### src/rtl/led_share_arbiter_if.sv
// Bundle of signals between the pattern requesters and the LED share arbiter.
//   master : requester side, which drives req/pattern/dwell and observes grant/done/led/busy
//   slave  : arbiter side, which samples req/pattern/dwell and drives grant/done/led/busy
interface led_share_arbiter_if #(
    parameter int unsigned NREQ    = 4,
    parameter int unsigned DWELL_W = 24
);
    logic [NREQ-1:0]   req;
    logic [NREQ*8-1:0] pattern;
    logic [DWELL_W-1:0] dwell;
    logic [NREQ-1:0]   grant;
    logic [NREQ-1:0]   done;
    logic [7:0]        led;
    logic              busy;

    modport master (
        output req, pattern, dwell,
        input  grant, done, led, busy
    );

    modport slave (
        input  req, pattern, dwell,
        output grant, done, led, busy
    );
endinterface

### src/rtl/led_share_arbiter.sv
// Round-robin arbiter sharing the 8-LED bank among NREQ pattern requesters.
// A granted requester's pattern is latched and shown for max(dwell,1) cycles,
// after which the bank is blanked for GAP cycles before the next grant.
// Ports:
//   clk     : rising-edge clock
//   nreset  : asynchronous active-low reset
//   bus     : slave side of led_share_arbiter_if
//             (req/pattern/dwell in; grant/done/led/busy out, all registered)
module led_share_arbiter #(
    parameter int unsigned NREQ    = 4,
    parameter int unsigned DWELL_W = 24,
    parameter int unsigned GAP     = 2
) (
    input  logic                  clk,
    input  logic                  nreset,
    led_share_arbiter_if.slave    bus
);

    localparam int unsigned IDX_W = (NREQ > 1) ? $clog2(NREQ) : 1;
    localparam logic [DWELL_W-1:0] GAP_M1 = DWELL_W'(GAP - 1);
    localparam logic [IDX_W-1:0]   LAST_RST = IDX_W'(NREQ - 1);

    typedef enum logic [1:0] {
        S_IDLE  = 2'd0,
        S_SHOW  = 2'd1,
        S_BLANK = 2'd2
    } state_e;

    state_e             state_q;
    logic [DWELL_W-1:0] cnt_q;
    logic [IDX_W-1:0]   last_q;
    logic [NREQ-1:0]    grant_q;
    logic [NREQ-1:0]    done_q;
    logic [7:0]         led_q;
    logic               busy_q;

    logic [IDX_W-1:0]   win_idx_c;
    logic               win_vld_c;
    logic [DWELL_W-1:0] show_cnt_c;

    // First requester at or after last+1, wrapping; descending scan so the
    // closest candidate is the final assignment.
    always_comb begin
        int cand;
        cand      = 0;
        win_idx_c = '0;
        win_vld_c = 1'b0;
        for (int k = int'(NREQ); k >= 1; k--) begin
            cand = (int'(last_q) + k) % int'(NREQ);
            if (bus.req[IDX_W'(cand)]) begin
                win_vld_c = 1'b1;
                win_idx_c = IDX_W'(cand);
            end
        end
    end

    // Dwell of 0 behaves as 1, so the loaded count is max(dwell,1)-1.
    assign show_cnt_c = (bus.dwell == '0) ? '0 : (bus.dwell - DWELL_W'(1));

    // State machine with registered outputs.
    always_ff @(posedge clk or negedge nreset) begin
        if (!nreset) begin
            state_q <= S_IDLE;
            cnt_q   <= '0;
            last_q  <= LAST_RST;
            grant_q <= '0;
            done_q  <= '0;
            led_q   <= '0;
            busy_q  <= 1'b0;
        end else begin
            done_q <= '0;
            case (state_q)
                S_IDLE: begin
                    if (win_vld_c) begin
                        state_q <= S_SHOW;
                        busy_q  <= 1'b1;
                        grant_q <= NREQ'(1) << win_idx_c;
                        led_q   <= bus.pattern[{win_idx_c, 3'b000} +: 8];
                        cnt_q   <= show_cnt_c;
                        last_q  <= win_idx_c;
                    end
                end
                S_SHOW: begin
                    // Completion takes priority over a simultaneous req drop.
                    if (cnt_q == '0) begin
                        state_q <= S_BLANK;
                        done_q  <= NREQ'(1) << last_q;
                        grant_q <= '0;
                        led_q   <= '0;
                        cnt_q   <= GAP_M1;
                    end else if (!bus.req[last_q]) begin
                        state_q <= S_BLANK;
                        grant_q <= '0;
                        led_q   <= '0;
                        cnt_q   <= GAP_M1;
                    end else begin
                        cnt_q <= cnt_q - DWELL_W'(1);
                    end
                end
                S_BLANK: begin
                    if (cnt_q == '0) begin
                        state_q <= S_IDLE;
                        busy_q  <= 1'b0;
                    end else begin
                        cnt_q <= cnt_q - DWELL_W'(1);
                    end
                end
                default: begin
                    state_q <= S_IDLE;
                    busy_q  <= 1'b0;
                    grant_q <= '0;
                    led_q   <= '0;
                    cnt_q   <= '0;
                end
            endcase
        end
    end

    assign bus.grant = grant_q;
    assign bus.done  = done_q;
    assign bus.led   = led_q;
    assign bus.busy  = busy_q;

endmodule

### src/flat_wrapper.sv
// flat-port wrapper written by rule: the top's interface ports become plain ports
module led_share_arbiter_flat 
#(
    parameter int unsigned NREQ    = 4,
    parameter int unsigned DWELL_W = 24,
    parameter int unsigned GAP     = 2
)
  (clk, nreset, bus_req, bus_pattern, bus_dwell, bus_grant, bus_done, bus_led, bus_busy);
  led_share_arbiter_if #(.NREQ(NREQ), .DWELL_W(DWELL_W)) bus_i ();
  input  logic clk;
  input  logic nreset;
  input wire logic [$bits(bus_i.req)-1:0] bus_req;
  input wire logic [$bits(bus_i.pattern)-1:0] bus_pattern;
  input wire logic [$bits(bus_i.dwell)-1:0] bus_dwell;
  output wire logic [$bits(bus_i.grant)-1:0] bus_grant;
  output wire logic [$bits(bus_i.done)-1:0] bus_done;
  output wire logic [$bits(bus_i.led)-1:0] bus_led;
  output wire logic [$bits(bus_i.busy)-1:0] bus_busy;
  assign bus_i.req = bus_req;
  assign bus_i.pattern = bus_pattern;
  assign bus_i.dwell = bus_dwell;
  assign bus_grant = bus_i.grant;
  assign bus_done = bus_i.done;
  assign bus_led = bus_i.led;
  assign bus_busy = bus_i.busy;
  led_share_arbiter #(.NREQ(NREQ), .DWELL_W(DWELL_W), .GAP(GAP)) u_core (.clk(clk), .nreset(nreset), .bus(bus_i));
endmodule
### config.mk
export PLATFORM = sky130hd
export DESIGN_NAME = led_share_arbiter_flat
export DESIGN_NICKNAME = d
export VERILOG_FILES = /design/src/rtl/led_share_arbiter_if.sv /design/src/rtl/led_share_arbiter.sv /design/src/flat_wrapper.sv
export SDC_FILE = /design/constraint.sdc
export NUM_CORES = 1
export LEC_CHECK = 0
export ABC_AREA = 1
export ABC_CLOCK_PERIOD_IN_PS = 2000
export CAP_MARGIN = 20
export CORE_MARGIN = 2
export CORE_UTILIZATION = 40
export DETAILED_ROUTE_END_ITERATION = 6
export PLACE_DENSITY = 0.77
export SETUP_SLACK_MARGIN = 0.05
export SLEW_MARGIN = 25
export SYNTH_ARGS = -nofsm -noshare
export SYNTH_HDL_FRONTEND = slang
export SYNTH_SLANG_ARGS = --single-unit
### constraint.sdc
create_clock -name clk -period 2 [get_ports clk]
set_input_delay 0.3 -clock clk [delete_from_list [all_inputs] [get_ports clk]]
set_output_delay 0.3 -clock clk [all_outputs]
set_load 0.005 [all_outputs]
==> out/results.ini <==
[run_status]
outcome=finished with violations
violations=negative setup slack

[sta]
period_minus_slack_ns=2.09
relSlewSlack_pct=47.1
worst_slack_ns=-0.0866
tightest_slew_ns=0.793
min_period_over_period_pct=104
finalSetupViolations=9
fmax_mhz=479
rsz0062_at_grt=true
finalClockSkew_ns=0.00690
hold_viol_final=0
drv_slew=0

[power]
seqPwrFrac_pct=47.5
p_int_w=0.00139
power_frac_clock_pct=29.9
pwr-share-comb_pct=22.6
p_leak_nw=2.62
irDropWorstVdd_v=0.000233
power_w=0.00192
swShare_pct=27.5
p_per_area_nw_per_um2=346
switching_power_w=0.000527

[setup_path]
r2r_slack_ns=-0.09
cp-end-kind=register
crit_path_max_incr_delay_ns=0.63
worstPathRequired_ns=2.20
r2r_cells=14
cp.arrival_ns=2.28
cp_max_fo=6
critPathKind=reg2reg
path_cells=inv_8 -> ha_4 -> inv_4 -> nand2_2 -> nand2_2 -> inv_4 -> nand3_4 -> buf_6 -> nand3_2 -> nand2_1 -> nand2_1 -> nand2_1 -> nand2_1 -> nand2_1
cp-start-kind=register
r2r_end=u_core.bus.led[3]
crit_family=simple AND/OR/NAND/NOR gates
crit_top_cell=nand2_1
slowest_stage=dfstp_2
path_buf_inv=4
r2r_start=u_core.last_q[0]

[place]
pre_cts_ws_ns=-0.198
hpwl_mm=8.02
finalWeightedCongestion=0.925
io_buffers=78

[routing]
drt_pass1_iterations=5
ant_nets=0
routedWlPerCell_um=13.9
num_vias=4308
drt-vias-per-instance=5.13
drt_iter0_drc=243
drc_errors=0
routed_wl_mm=11.7

[clock_tree]
cts_max_path_buffers=2
h-tree-depth=2
cts_sinks=45
clk_pin_slew_worst_paths_ns=0.09
cts_tree=done
clkLatencyLatePin_ns=0.30
numCtsBuffers=5
cts-root-buf=clkbuf_8

[floorplanning]
die_area_um2=10100
row_count=35
core_um2=9110
die_x_um=100
die_h_um=100
ios=79
start_util_pct=40.7

[final_layout]
area_growth_pct=49.2
n_antenna_cell=0
fin_nets=797
drive_gt1_share_pct=20.7

[logic_synthesis]
synth_seq_cells=45
synth_cell_types=34
yosys_warnings=0
syn-instance-count=575
synth_area_um2=3710
ys_seq_area_share_pct=30.4
avgSynthCellArea_um2=6.45
syn_nets=645

[global_routing]
grt_overflow=0
grt_usage_pct=21.1
grt_pass1_vias=4021
grt_pass1_wl_mm=17.4
antenna_found_initial=0
grt_max_degree=37

[flow_run]
cap_violations=0

[min_path]
hold_class=in2async

## power groups by stage
stage                     clock, W  combinational, W  sequential, W
after floorplan                  0          0.000143       0.000927
after global placement           0          0.000371       0.000927
after detailed placement         0          0.000376       0.000927
after CTS                 0.000581          0.000391       0.000909
after global routing      0.000621          0.000468       0.000909
final                     0.000573          0.000433       0.000909
## cell type report
| cell class | instances | area, um^2 |
|---|---|---|
| clock inverter | 2 | 15.0 |
| multi-input combinational | 463 | 2470 |
| timing repair buffer | 157 | 1470 |
| sequential | 45 | 1130 |
| tap | 111 | 139 |
| clock buffer | 6 | 72.6 |
| inverter | 54 | 233 |
| timing repair inverter | 1 | 8.76 |
| fill | 793 | 3570 |
## registers in the layout, summed over array words and instances (netlist names)
signal,count
u_core.state_q,2
u_core.bus.busy,1
u_core.bus.grant,4
u_core.bus.led,8
u_core.cnt_q,24
u_core.last_q,2
u_core.bus.done,4
## metal layers
layer	GRT usage (%)	up-vias	routed length (um)
met3	3.76	27	964
li1	-	2120	-
met2	37.6	208	5800
met1	26.2	1953	4710
met5	0	-	0
met4	5.37	0	202
## cell families (layout without fill, tap and decap cells)
kind of cell               count (synthesis)  after routing  synth area share [%]
DFF                                       45             45                  30.4
xor gates and xnor gates                  34             34                  8.03
adders and majority gates                  8              8                  2.70
AOI/OAI and AO/OA                         58             58                  9.04
buffers and inverters                     69            220                  8.43
and+or+nand+nor                          361            363                  41.4
## cells in the mapped netlist
master,n,share of area [%]
o21ai_0,20,2.7
nand4_1,4,0.67
ha_1,8,2.7
xnor2_1,6,1.4
buf_2,6,0.81
nor2_2,4,0.67
or2_2,1,0.17
nand3_4,1,0.47
a21o_1,1,0.20
buf_6,3,0.91
buf_4,5,1.0
o22ai_1,8,1.3
o21ai_2,3,0.71
xor2_1,28,6.6
nand3_2,2,0.54
o31ai_1,4,0.81
nor3_1,8,1.1
nand2_4,2,0.61
nand3_1,49,6.6
inv_1,45,4.6
nor2_4,4,1.2
inv_6,1,0.24
dfstp_2,2,1.4
clkinv_1,1,0.10
o21ai_1,16,2.2
clkbuf_1,1,0.10
nor2_1,62,6.3
nand2_1,219,22
a21oi_4,1,0.44
dfrtp_1,43,29
a21oi_1,5,0.67
inv_2,7,0.71
and2_4,1,0.24
nand2_2,4,0.67
## repair_timing
| action | CTS | global route |
|---|---|---|
| pin swaps | 1 | 34 |
| cloned | 2 | 4 |
| endpoints found under the setup margin | 19 | 37 |
| hold buffers | 0 | 0 |
| setup buffers | 5 | 9 |
| resized for setup | 9 | 46 |
## metrics by stage
stage | setup TNS (ns) | util [%] | cells | cell area (um^2) | hold WS [ns]
after detailed placement | -2.59 | 55.3 | 811 | 5030 | 0.438
after CTS | 0 | 57.2 | 826 | 5210 | 0.114
after global placement | -1.06 | 55.3 | 811 | 5030 | 0.435
final | -0.449 | 60.8 | 839 | 5540 | 0.0790
after global routing | -2.40 | 60.8 | 839 | 5540 | 0.145
after floorplan | 0 | - | 575 | 3740 | 0.00441
## layout by cell type, fill, tap and decap left out, types with 2 or more instances in the layout
| cell | netlist | final |
|---|---|---|
| xnor2_1 | 6 | 6 |
| clkbuf_8 | 0 | 5 |
| nand2_8 | 0 | 4 |
| a21oi_1 | 5 | 5 |
| o31ai_1 | 4 | 4 |
| clkinvlp_4 | 0 | 2 |
| dfstp_2 | 2 | 2 |
| nand3_4 | 1 | 2 |
| inv_1 | 45 | 43 |
| xor2_1 | 28 | 27 |
| nand4_1 | 4 | 4 |
| nand2_2 | 4 | 11 |
| o21ai_1 | 16 | 17 |
| buf_8 | 0 | 2 |
| nand2_4 | 2 | 5 |
| o21ai_2 | 3 | 3 |
| nor2_2 | 4 | 4 |
| o21ai_0 | 20 | 19 |
| nor2_1 | 62 | 61 |
| buf_6 | 3 | 6 |
| nand3_1 | 49 | 40 |
| inv_4 | 0 | 2 |
| buf_4 | 5 | 67 |
| o22ai_1 | 8 | 8 |
| dfrtp_1 | 43 | 43 |
| buf_12 | 0 | 2 |
| clkdlybuf4s50_1 | 0 | 77 |
| ha_1 | 8 | 7 |
| nor3_1 | 8 | 7 |
| inv_2 | 7 | 5 |
| nand2_1 | 219 | 206 |
| clkbuf_16 | 0 | 2 |
| inv_6 | 1 | 2 |
| nor2_4 | 4 | 5 |
| nand3_2 | 2 | 11 |
## worst register-to-register path: stages (launching register included)
cell	delay (ns)
dfstp_2	0.63
inv_8	0.04
ha_4	0.29
inv_4	0.04
nand2_2	0.08
nand2_2	0.07
inv_4	0.08
nand3_4	0.19
buf_6	0.21
nand3_2	0.07
nand2_1	0.06
nand2_1	0.06
nand2_1	0.05
nand2_1	0.05
nand2_1	0.05
## how the worst max path moves through the flow
stage / start / endpoint / cells after the start
3_3_place_gp: bus_dwell[0] / u_core.cnt_q[16] / 12
5_1_grt: u_core.last_q[0] / u_core.bus.led[3] / 14
3_5_place_dp: bus_dwell[0] / u_core.cnt_q[16] / 12
4_1_cts: u_core.last_q[0] / u_core.bus.led[3] / 15
2_1_floorplan: u_core.last_q[0] / u_core.bus.led[7] / 17
6_report: u_core.last_q[0] / u_core.bus.led[3] / 14
(Power assumes the default switching activity.)
